`config.mk`:
```
export PLATFORM = sky130hd
export DESIGN_NAME = ex_muldiv_unit_flat
export DESIGN_NICKNAME = d
export VERILOG_FILES = /design/src/rtl/muldiv_pkg.sv /design/src/rtl/ex_muldiv_unit_if.sv /design/src/rtl/muldiv_iter_core.sv /design/src/rtl/ex_muldiv_unit.sv /design/src/flat_wrapper.sv
export SDC_FILE = /design/constraint.sdc
export NUM_CORES = 1
export LEC_CHECK = 0
export CAP_MARGIN = 10
export CORE_MARGIN = 5
export CORE_UTILIZATION = 45
export DETAILED_ROUTE_END_ITERATION = 8
export HOLD_SLACK_MARGIN = 0.15
export PLACE_DENSITY = 0.7
export SLEW_MARGIN = 40
export SYNTH_ARGS = -nofsm -noshare
export SYNTH_HDL_FRONTEND = slang
export SYNTH_SLANG_ARGS = --single-unit
```
`constraint.sdc`:
```
create_clock -name clk -period 4.3 [get_ports clk]
set_input_delay 0.86 -clock clk [delete_from_list [all_inputs] [get_ports clk]]
set_output_delay 0.86 -clock clk [all_outputs]
set_load 0.05 [all_outputs]
```
`src/rtl/muldiv_pkg.sv`:
```
// Shared definitions for the execute-stage multiply/divide unit:
// opcode encoding, FSM state encoding, default datapath width and a
// helper to classify iterative opcodes.
package muldiv_pkg;

  localparam int WIDTH_DEF = 32;

  localparam logic [2:0] OP_NOP   = 3'd0;
  localparam logic [2:0] OP_MULT  = 3'd1;
  localparam logic [2:0] OP_MULTU = 3'd2;
  localparam logic [2:0] OP_DIV   = 3'd3;
  localparam logic [2:0] OP_DIVU  = 3'd4;
  localparam logic [2:0] OP_MTHI  = 3'd5;
  localparam logic [2:0] OP_MTLO  = 3'd6;

  typedef enum logic [1:0] {
    ST_IDLE   = 2'd0,
    ST_RUN    = 2'd1,
    ST_FINISH = 2'd2
  } state_e;

  // True for the ops that occupy the iterative datapath.
  function automatic logic is_muldiv(input logic [2:0] op);
    return (op == OP_MULT) || (op == OP_MULTU) || (op == OP_DIV) || (op == OP_DIVU);
  endfunction

endpackage

```
`src/rtl/ex_muldiv_unit_if.sv`:
```
// EX-stage <-> muldiv unit bus.
//   master (EX pipeline side): drives start/op/rs_val/rt_val/mf_req/flush,
//                              observes stall/busy/done/hi/lo.
//   slave  (muldiv unit):      the reverse.
interface ex_muldiv_unit_if #(parameter int WIDTH = 32);
  logic             start;
  logic [2:0]       op;
  logic [WIDTH-1:0] rs_val;
  logic [WIDTH-1:0] rt_val;
  logic             mf_req;
  logic             flush;
  logic             stall;
  logic             busy;
  logic             done;
  logic [WIDTH-1:0] hi;
  logic [WIDTH-1:0] lo;

  modport master (
    output start, op, rs_val, rt_val, mf_req, flush,
    input  stall, busy, done, hi, lo
  );

  modport slave (
    input  start, op, rs_val, rt_val, mf_req, flush,
    output stall, busy, done, hi, lo
  );
endinterface

```
`src/rtl/muldiv_iter_core.sv`:
```
// One-bit-per-step unsigned multiply / restoring divide datapath.
//   load     : capture operand magnitudes, clear accumulator
//   step     : perform one iteration
//   div_mode : 0 = shift-add multiply, 1 = shift-subtract divide
//   a_mag    : multiplicand / dividend magnitude
//   b_mag    : multiplier / divisor magnitude
//   res_hi   : product high half / remainder
//   res_lo   : product low half / quotient
module muldiv_iter_core #(
  parameter int WIDTH = 32
) (
  input  logic             clk,
  input  logic             rst_n,
  input  logic             load,
  input  logic             step,
  input  logic             div_mode,
  input  logic [WIDTH-1:0] a_mag,
  input  logic [WIDTH-1:0] b_mag,
  output logic [WIDTH-1:0] res_hi,
  output logic [WIDTH-1:0] res_lo
);

  // acc carries one guard bit: multiply carry-out / divide borrow.
  logic [WIDTH:0]   acc_q, acc_d;
  logic [WIDTH-1:0] mq_q, mq_d;   // multiplier (mul) or dividend->quotient (div)
  logic [WIDTH-1:0] m_q, m_d;     // multiplicand (mul) or divisor (div)
  logic [WIDTH:0]   sum, rem_sh, diff;

  always_comb begin
    acc_d  = acc_q;
    mq_d   = mq_q;
    m_d    = m_q;
    sum    = acc_q + {1'b0, m_q};
    rem_sh = {acc_q[WIDTH-1:0], mq_q[WIDTH-1]};
    diff   = rem_sh - {1'b0, m_q};
    if (load) begin
      acc_d = '0;
      mq_d  = div_mode ? a_mag : b_mag;
      m_d   = div_mode ? b_mag : a_mag;
    end else if (step) begin
      if (!div_mode) begin
        // {acc,mq} >>= 1 after conditionally adding the multiplicand.
        if (mq_q[0]) begin
          acc_d = {1'b0, sum[WIDTH:1]};
          mq_d  = {sum[0], mq_q[WIDTH-1:1]};
        end else begin
          acc_d = {1'b0, acc_q[WIDTH:1]};
          mq_d  = {acc_q[0], mq_q[WIDTH-1:1]};
        end
      end else begin
        // Borrow (diff MSB) means the trial subtract failed: restore.
        if (!diff[WIDTH]) begin
          acc_d = diff;
          mq_d  = {mq_q[WIDTH-2:0], 1'b1};
        end else begin
          acc_d = rem_sh;
          mq_d  = {mq_q[WIDTH-2:0], 1'b0};
        end
      end
    end
  end

  always_ff @(posedge clk or negedge rst_n) begin
    if (!rst_n) begin
      acc_q <= '0;
      mq_q  <= '0;
      m_q   <= '0;
    end else begin
      acc_q <= acc_d;
      mq_q  <= mq_d;
      m_q   <= m_d;
    end
  end

  assign res_hi = acc_q[WIDTH-1:0];
  assign res_lo = mq_q;

endmodule

```
`src/rtl/ex_muldiv_unit.sv`:
```
// Execute-stage iterative multiply/divide unit owning HI/LO.
//   clk, rst_n : clock, async active-low reset
//   bus        : slave side of ex_muldiv_unit_if (start/op/operands/mf_req/
//                flush in; stall/busy/done/hi/lo out)
// MULT/MULTU/DIV/DIVU take WIDTH+1 edges from acceptance to HI/LO update;
// MTHI/MTLO write in the accepting edge.
module ex_muldiv_unit import muldiv_pkg::*; #(
  parameter int WIDTH = WIDTH_DEF,
  parameter int CNT_W = 6
) (
  input  logic            clk,
  input  logic            rst_n,
  ex_muldiv_unit_if.slave bus
);

  state_e           state_q, state_d;
  logic [CNT_W-1:0] cnt_q, cnt_d;
  logic [WIDTH-1:0] hi_q, hi_d, lo_q, lo_d;
  logic             done_q, done_d;
  logic             div_q, div_d;     // op is a divide
  logic             sgn_q, sgn_d;     // op is signed
  logic             neg_q, neg_d;     // operand signs differ
  logic             rsn_q, rsn_d;     // dividend was negative
  logic             dz_q, dz_d;       // divide by zero

  logic             op_div, op_sgn, accept;
  logic             core_load, core_step, core_mode;
  logic [WIDTH-1:0] a_mag, b_mag, core_hi, core_lo;
  logic [2*WIDTH-1:0] prod;
  logic [WIDTH-1:0] quo, rem;

  assign op_div = (bus.op == OP_DIV) || (bus.op == OP_DIVU);
  assign op_sgn = (bus.op == OP_DIV) || (bus.op == OP_MULT);
  assign a_mag  = (op_sgn && bus.rs_val[WIDTH-1]) ? -bus.rs_val : bus.rs_val;
  assign b_mag  = (op_sgn && bus.rt_val[WIDTH-1]) ? -bus.rt_val : bus.rt_val;
  assign accept = (state_q == ST_IDLE) && bus.start && !bus.flush && is_muldiv(bus.op);

  // Mode comes from the incoming op on the load edge, then from the latch.
  assign core_mode = (state_q == ST_IDLE) ? op_div : div_q;

  muldiv_iter_core #(.WIDTH(WIDTH)) u_core (
    .clk      (clk),
    .rst_n    (rst_n),
    .load     (core_load),
    .step     (core_step),
    .div_mode (core_mode),
    .a_mag    (a_mag),
    .b_mag    (b_mag),
    .res_hi   (core_hi),
    .res_lo   (core_lo)
  );

  always_comb begin
    state_d   = state_q;
    cnt_d     = cnt_q;
    hi_d      = hi_q;
    lo_d      = lo_q;
    done_d    = 1'b0;
    div_d     = div_q;
    sgn_d     = sgn_q;
    neg_d     = neg_q;
    rsn_d     = rsn_q;
    dz_d      = dz_q;
    core_load = 1'b0;
    core_step = 1'b0;

    // Sign fix-up of the unsigned core result.
    prod = {core_hi, core_lo};
    if (sgn_q && neg_q) prod = -prod;
    quo = core_lo;
    rem = core_hi;
    if (sgn_q && neg_q) quo = -quo;
    if (sgn_q && rsn_q) rem = -rem;
    // Zero divisor: core already leaves |rs| in rem; quotient is forced.
    if (dz_q) quo = '1;

    unique case (state_q)
      ST_IDLE: begin
        if (bus.start && !bus.flush) begin
          if (accept) begin
            core_load = 1'b1;
            div_d     = op_div;
            sgn_d     = op_sgn;
            neg_d     = bus.rs_val[WIDTH-1] ^ bus.rt_val[WIDTH-1];
            rsn_d     = bus.rs_val[WIDTH-1];
            dz_d      = (bus.rt_val == '0);
            cnt_d     = CNT_W'(WIDTH);
            state_d   = ST_RUN;
          end else if (bus.op == OP_MTHI) begin
            hi_d = bus.rs_val;
          end else if (bus.op == OP_MTLO) begin
            lo_d = bus.rs_val;
          end
        end
      end
      ST_RUN: begin
        if (bus.flush) begin
          state_d = ST_IDLE;
        end else begin
          core_step = 1'b1;
          cnt_d     = cnt_q - CNT_W'(1);
          if (cnt_q == CNT_W'(1)) state_d = ST_FINISH;
        end
      end
      ST_FINISH: begin
        state_d = ST_IDLE;
        if (!bus.flush) begin
          if (div_q) begin
            hi_d = rem;
            lo_d = quo;
          end else begin
            hi_d = prod[2*WIDTH-1:WIDTH];
            lo_d = prod[WIDTH-1:0];
          end
          done_d = 1'b1;
        end
      end
      default: state_d = ST_IDLE;
    endcase
  end

  always_ff @(posedge clk or negedge rst_n) begin
    if (!rst_n) begin
      state_q <= ST_IDLE;
      cnt_q   <= '0;
      hi_q    <= '0;
      lo_q    <= '0;
      done_q  <= 1'b0;
      div_q   <= 1'b0;
      sgn_q   <= 1'b0;
      neg_q   <= 1'b0;
      rsn_q   <= 1'b0;
      dz_q    <= 1'b0;
    end else begin
      state_q <= state_d;
      cnt_q   <= cnt_d;
      hi_q    <= hi_d;
      lo_q    <= lo_d;
      done_q  <= done_d;
      div_q   <= div_d;
      sgn_q   <= sgn_d;
      neg_q   <= neg_d;
      rsn_q   <= rsn_d;
      dz_q    <= dz_d;
    end
  end

  assign bus.busy  = (state_q != ST_IDLE);
  // An MF issued alongside an accepted op must also wait for the result.
  assign bus.stall = (bus.busy && (bus.start || bus.mf_req)) || (accept && bus.mf_req);
  assign bus.done  = done_q;
  assign bus.hi    = hi_q;
  assign bus.lo    = lo_q;

endmodule

```
`src/flat_wrapper.sv`:
```
// flat-port wrapper written by rule: the top's interface ports become plain ports
module ex_muldiv_unit_flat import muldiv_pkg::*;
#(
  parameter int WIDTH = WIDTH_DEF,
  parameter int CNT_W = 6
)
  (clk, rst_n, bus_start, bus_op, bus_rs_val, bus_rt_val, bus_mf_req, bus_flush, bus_stall, bus_busy, bus_done, bus_hi, bus_lo);
  ex_muldiv_unit_if #(.WIDTH(WIDTH)) bus_i ();
  input  logic clk;
  input  logic rst_n;
  input wire logic [$bits(bus_i.start)-1:0] bus_start;
  input wire logic [$bits(bus_i.op)-1:0] bus_op;
  input wire logic [$bits(bus_i.rs_val)-1:0] bus_rs_val;
  input wire logic [$bits(bus_i.rt_val)-1:0] bus_rt_val;
  input wire logic [$bits(bus_i.mf_req)-1:0] bus_mf_req;
  input wire logic [$bits(bus_i.flush)-1:0] bus_flush;
  output wire logic [$bits(bus_i.stall)-1:0] bus_stall;
  output wire logic [$bits(bus_i.busy)-1:0] bus_busy;
  output wire logic [$bits(bus_i.done)-1:0] bus_done;
  output wire logic [$bits(bus_i.hi)-1:0] bus_hi;
  output wire logic [$bits(bus_i.lo)-1:0] bus_lo;
  assign bus_i.start = bus_start;
  assign bus_i.op = bus_op;
  assign bus_i.rs_val = bus_rs_val;
  assign bus_i.rt_val = bus_rt_val;
  assign bus_i.mf_req = bus_mf_req;
  assign bus_i.flush = bus_flush;
  assign bus_stall = bus_i.stall;
  assign bus_busy = bus_i.busy;
  assign bus_done = bus_i.done;
  assign bus_hi = bus_i.hi;
  assign bus_lo = bus_i.lo;
  ex_muldiv_unit #(.WIDTH(WIDTH), .CNT_W(CNT_W)) u_core (.clk(clk), .rst_n(rst_n), .bus(bus_i));
endmodule
```
==> flow_summary.toml, run 1 <==
[yosys]
synth_area_per_cell_um2 = 7.53
synth_cell_types = 75
synth_edf_count = 0
ys.flop_type = "dfrtp_1"
yosys-top-cells-area = "dfrtp_1, o21ai_0, nand2_1"
async_flop_share = 1.00
netlist_area_um2 = 15500
syn-instance-count = 2055
ys_seq_area_frac = 0.283
syn_nets = 2201
ys.warnings.count = 0
ys_seq_elements = 175
synth_top_area_frac = 0.283
synth_top_area_cell = "dfrtp_1"
yosysMostFrequentCell = "nand2_1"
ys_top_cells_by_count = "nand2_1, o21ai_0, a21oi_1"

[route]
avgViaCountPerCell = 6.25
drtIter0Drc = 1928
wl_per_cell_um = 22.9
drtAntennaViolNets = 0
via_count = 16346
firstDrtPassIters = 8
drc = 0
postRouteWirelength_um = 59900

[grt]
grt_pass1_wl_um = 90500
grt_max_degree = 85
track_usage = 0.300
grt_overflow_total = 0
grt_pass1_vias = 15308
antenna_found_initial = 1

[placed_design]
post-dp-hpwl_um = 45300
dp.cells = 2582
gp_congestion = 1.03
io_buffer_count = 138

[pwr]
switching_share = 0.471
peakVddDrop_mv = 0.286
pwr-share-comb = 0.528
seqPwrFrac = 0.290
power_density_nw_per_um2 = 472
p_clk_frac = 0.182
leakagePower_nw = 7.69
internal_power_mw = 4.55
switching_power_mw = 4.06

[worst_setup_path]
worstPathMaxFanout = 9
cp-end-kind = "flip-flop"
cp-start-kind = "flip-flop"
max_stage_delay_ns = 0.64
critPathTopFamily = "compound AO/OA/AOI/OAI gates"
arrival_ns = 4.41
cp_cell_sequence = "buf_4 -> ha_1 -> a211oi_1 -> o21ai_0 -> a221oi_1 -> buf_4 -> o21a_1 -> o21ai_1 -> a211oi_1 -> o21bai_1 -> xor2_1 -> a2111oi_0 -> a311oi_1"
timing.rr.start = "u_core.u_core.acc_q[1]"
worst-path-buf-inv = 2
r2r_cells = 13
cp.depth = 13
critPathKind = "reg2reg"
worstReg2RegEnd = "u_core.u_core.acc_q[24]"
reg2reg_slack_ns = 0.19
slowest_stage = "a2111oi_0"
cp_data_required_time_ns = 4.60

[floorplanning]
start_util = 0.451
die_h_um = 195
die_area_um2 = 38200
die_w_um = 195
design.portCount = 139
num_rows = 68
coreArea_um2 = 34300

[hold_path]
min_path_type = "in2async"

[timing]
fmax_ghz = 0.243
fin_crit_sh = 0.957
slew_headroom = 0.458
setup_violations = 0
tightest_slew_ns = 0.809
finalHoldViolations = 0
finalCriticalPeriod_ns = 4.11
fin_worst_skew_ns = 0.00912
hold_ws_ns = 0.387
slew_viol_final = 0

[final_layout]
final_nets = 2293
n_fill_cell = 3313
final_cells = 2615
syn2layout_area_growth_pct = 17.7
drive_gt1_frac = 0.0727
antenna_cells = 0

[clock_network]
postCtsSetupBuffers = 0
clk_path_buf_depth = 2
clkSinkCount = 175
cts.clk_slew.worst_paths_ns = 0.07
h-tree-depth = 4
cts-root-buf = "clkbuf_16"
hold_buffers = 0
clk_latency_ns = 0.45
cts_resized = 0
cts_tree = "built"
numCtsBuffers = 17

[flow_run]
cap_violations = 0

[outcome]
outcome = "finished clean"
[stage by stage]
| stage | total power, mW | TNS [ns] | worst slack (ns) | util | area (um2) |
|---|---|---|---|---|---|
| final | 8.60 | 0 | 0.187 | 0.531 | 18200 |
| after global routing | 9.07 | -0.0393 | -0.0393 | 0.531 | 18200 |
| after CTS | 8.51 | 0 | 0.100 | 0.530 | 18200 |
| after detailed placement | 6.94 | 0 | 0.124 | 0.514 | 17600 |
| after global placement | 6.88 | 0 | 0.194 | 0.514 | 17600 |
| after floorplan | 5.50 | 0 | 0.211 | - | 15500 |
[cell usage in the layout (no fill, tap or decap), drive strengths merged, types with 61 or more instances in the layout]
master	count
ha	72
a21oi	186
nor3	61
inv	74
clkdlybuf4s50	136
nand2	268
o21ai	218
buf	86
dfrtp	175
nor2	167
xor2	86
xnor2	91
[how the worst max path moves through the flow]
stage | startpoint | endpoint | slack (ns)
global route | u_core.u_core.m_q[0] | u_core.u_core.acc_q[29] | -0.04
finish | u_core.u_core.acc_q[1] | u_core.u_core.acc_q[24] | 0.19
detailed placement | u_core.u_core.m_q[0] | u_core.u_core.acc_q[25] | 0.12
CTS | u_core.u_core.m_q[0] | u_core.u_core.acc_q[25] | 0.1
global placement | bus_rs_val[16] | u_core.u_core.m_q[27] | 0.19
floorplan | u_core.u_core.res_lo[31] | u_core.u_core.acc_q[25] | 0.21
[worst reg2reg max path: stages (launching register included)]
cell and delay [ns]:
dfrtp_1 0.40, buf_4 0.19, ha_1 0.30, a211oi_1 0.34, o21ai_0 0.28, a221oi_1 0.39, buf_4 0.20, o21a_1 0.17
o21ai_1 0.22, a211oi_1 0.41, o21bai_1 0.16, xor2_1 0.16, a2111oi_0 0.64, a311oi_1 0.11
[power by group through the flow]
stage	Sequential (mW)	Combinational, mW	Clock [mW]
after floorplan	2.78	2.72	0
after global placement	2.48	4.40	0
after detailed placement	2.49	4.44	0
after CTS	2.46	4.47	1.58
after global routing	2.52	4.91	1.64
final	2.50	4.54	1.57
[per-layer routing]
metal	track usage	vias to the layer above	wire, um
met2	0.455	831	25700
met3	0.0554	156	5740
li1	-	7570	-
met4	0.151	0	3470
met1	0.409	7789	24900
met5	0	-	0
[registers in the layout, indices dropped and copies added (netlist names)]
register,flops
u_core.u_core.acc_q,33
u_core.div_q,1
u_core.bus.done,1
u_core.neg_q,1
u_core.u_core.m_q,32
u_core.dz_q,1
u_core.sgn_q,1
u_core.rsn_q,1
u_core.bus.lo,32
u_core.state_q,2
u_core.bus.hi,32
u_core.u_core.res_lo,32
u_core.cnt_q,6
[cell families after synthesis]
group	count (synthesis)	synth area share
fa+ha+maj	74	0.0608
simple gates	674	0.200
buf+inv	219	0.0539
mux	40	0.0261
xor+xnor	177	0.100
flops	175	0.283
compound gates	696	0.276
[final cells by class]
type,count,area [um2],share of cell area
inverters,70,263,0.0144
repair buffers,222,2100,0.115
clock buffers,20,447,0.0245
well taps,455,569,0.0313
clock inverters,12,110,0.00604
flip-flops and latches,175,4380,0.240
multi-input cells,1661,10300,0.568
No activity file was read; power rests on OpenSTA's default activity.
==> run 2: changes to the inputs <==
Settings changed: SYNTH_HIERARCHICAL set to 1.
==> run 2 against run 1 <==
Effect of this change: routed wire length grew 3.0%; synthesized cell count grew 0.15%; area after synthesis grew 4.5%; die area grew 4.3%; register-to-register slack gained 0.07 ns; combinational power grew 100%; maximum frequency grew 1.6%; flip-flop and latch count is the same; worst hold slack gained 0.073 ns; clock-buffer cell count grew 2; sequential power grew 22%; first-iteration DRC count shrank 2.7%; critical path type unchanged; largest power group unchanged.
==> flow_summary.toml, run 2 <==
[worst_setup_path]
cp-end-kind = "flip-flop"
cp-start-kind = "flip-flop"
arrival_ns = 4.40
cp_data_required_time_ns = 4.65
critPathKind = "reg2reg"
worstPathMaxFanout = 17

[grt]
grt_max_degree = 78
antenna_found_initial = 2
grt_overflow_total = 0
grt_pass1_vias = 15984
track_usage = 0.301
grt_pass1_wl_um = 93500

[timing]
fin_crit_sh = 0.941
slew_viol_final = 0
setup_ws_ns = 0.253
tns_ns = 0
finalHoldViolations = 0
finalCriticalPeriod_ns = 4.05
fmax_ghz = 0.247
setup_violations = 0
tightest_slew_ns = 0.861
rsz0062_at_grt = "false"
fin_worst_skew_ns = 0.0123
slew_headroom = 0.426

[placed_design]
dpl-instance-area_um2 = 18200
dp.cells = 2603
post-dp-hpwl_um = 46800
io_buffer_count = 138
gp_congestion = 1.00
place_ws_ns = 0.0968

[route]
wl_per_cell_um = 23.4
firstDrtPassIters = 8
postRouteWirelength_um = 61700
via_count = 16914
drtIter0Drc = 1876
drc = 0
avgViaCountPerCell = 6.42
drtAntennaViolNets = 0

[final_layout]
multiInputGateArea_um2 = 10900
final_cell_area_um2 = 18800
final_nets = 2307
n_fill_cell = 3414
top_register = "u_core/u_core/acc_q"
final_cell_mix = "a21oi_1, nor2_1, dfrtp_1"
final_common_cell = "a21oi_1"
antenna_cells = 0
final_core_util = 0.528
drive_gt1_frac = 0.0764
seq_area_um2 = 4380
syn2layout_area_growth_pct = 16.2
largest_reg_flops = 33
final_cells = 2634

[pwr]
peakVddDrop_mv = 0.398
leakagePower_nw = 7.92
power_density_nw_per_um2 = 736

[hold_path]
min_path_type = "in2async"

[clock_network]
postCtsSetupBuffers = 0
clk_latency_ns = 0.44
cts-root-buf = "clkbuf_16"
h-tree-depth = 4
clk_path_buf_depth = 2
cts.clk_slew.worst_paths_ns = 0.07
cts_tree = "built"
clkSinkCount = 175
numCtsBuffers = 17

[yosys]
synth_cell_types = 95
syn-instance-count = 2058
ys_seq_area_frac = 0.271
syn_nets = 2204
async_flop_share = 1.00
synth_top_area_frac = 0.271
synth_area_per_cell_um2 = 7.86
ys_top_cells_by_count = "a21oi_1, nor2_1, dfrtp_1"
ys.warnings.count = 6
synth_top_area_cell = "dfrtp_1"
synth_edf_count = 0
ys.flop_type = "dfrtp_1"
ys_seq_elements = 175
netlist_area_um2 = 16200
yosys-top-cells-area = "dfrtp_1, a21oi_1, mux2i_1"
yosysMostFrequentCell = "a21oi_1"

[floorplanning]
design.portCount = 139
die_area_um2 = 39800
num_rows = 69
start_util = 0.455
coreArea_um2 = 35600
die_w_um = 200
die_h_um = 200

[flow_run]
cap_violations = 0

[outcome]
outcome = "finished clean"
-- run 2: changes by cell type after synthesis, sizes merged, moves of 14 or more --
cell    change
buf        +28
nor3       -15
or3        +14
mux2i      +77
xor2       -25
nand2     -126
and3       +20
o21ai      -83
clkbuf     -36
nor2       +79
a21oi      +69
o211ai     -33
o22ai      -16
-- run 2: kinds of logic after synthesis --
family	Yosys count	share of synthesized area
flops	175	0.271
simple gates	661	0.198
compound gates	653	0.253
fa+ha+maj	74	0.0582
xor+xnor	163	0.0883
mux	117	0.0726
buf+inv	215	0.0591
-- run 2: final cells by class --
type / instances / share of cell area
Clock buffer: 22 / 0.0247
Clock inverter: 9 / 0.00592
Inverter: 74 / 0.0149
Multi-Input combinational cell: 1668 / 0.579
Sequential cell: 175 / 0.233
Tap cell: 461 / 0.0307
Timing Repair Buffer: 225 / 0.111
-- run 2: report_power, final --
group | leakage, nW | switching, mW | internal (mW)
logic | 5.57 | 5.69 | 3.51
clock network | 0.264 | 0.706 | 0.885
registers | 2.09 | 0.783 | 2.27
-- run 2: worst max-delay path: stages (launching register included) --
cell and delay [ns]:
dfrtp_1 0.38, inv_1 0.08, ha_1 0.19, fa_1 0.21, nand2b_1 0.15, a21oi_1 0.10, o41a_1 0.41, a211oi_4 0.30
o32ai_2 0.15, o2111a_1 0.30, o41ai_4 0.26, o21ai_1 0.15, ha_1 0.36, buf_6 0.20, nor2_1 0.06, a31oi_1 0.16
o221a_2 0.20, o21ai_0 0.07, a22oi_1 0.20
-- run 2: final timing paths --
path	startpoint	cells past startpoint	to	slack, ns
max in group asynchronous	rst_n	2	u_core/u_core/res_lo[3]	3.03
setup reg to reg	u_core/u_core/res_lo[31]	18	u_core/u_core/acc_q[28]	0.25
min in group clk	u_core/bus.lo[10]	2	u_core/bus.lo[10]	0.48
hold / removal	rst_n	1	u_core/state_q[1]	0.46
setup / recovery	u_core/u_core/res_lo[31]	18	u_core/u_core/acc_q[28]	0.25
hold reg to reg	u_core/bus.lo[10]	2	u_core/bus.lo[10]	0.48
-- run 2: metal layers --
metal | track usage | part of all wire
met1 | 0.408 | 0.41
met3 | 0.0492 | 0.095
met2 | 0.471 | 0.44
met5 | 0 | 0
met4 | 0.142 | 0.054
-- run 2: timing repair --
| action | CTS | global route |
|---|---|---|
| setup endpoints to repair | 0 | 26 |
| gates resized for setup | 0 | 7 |
| hold buffers | 0 | 0 |
-- run 2: stage by stage --
step | total power, mW | hold slack, ns
3_3_place_gp | 11.8 | 0.456
6_report | 13.8 | 0.460
4_1_cts | 13.6 | 0.473
5_1_grt | 14.7 | 0.493
2_1_floorplan | 9.30 | 0.439
3_5_place_dp | 12.0 | 0.458
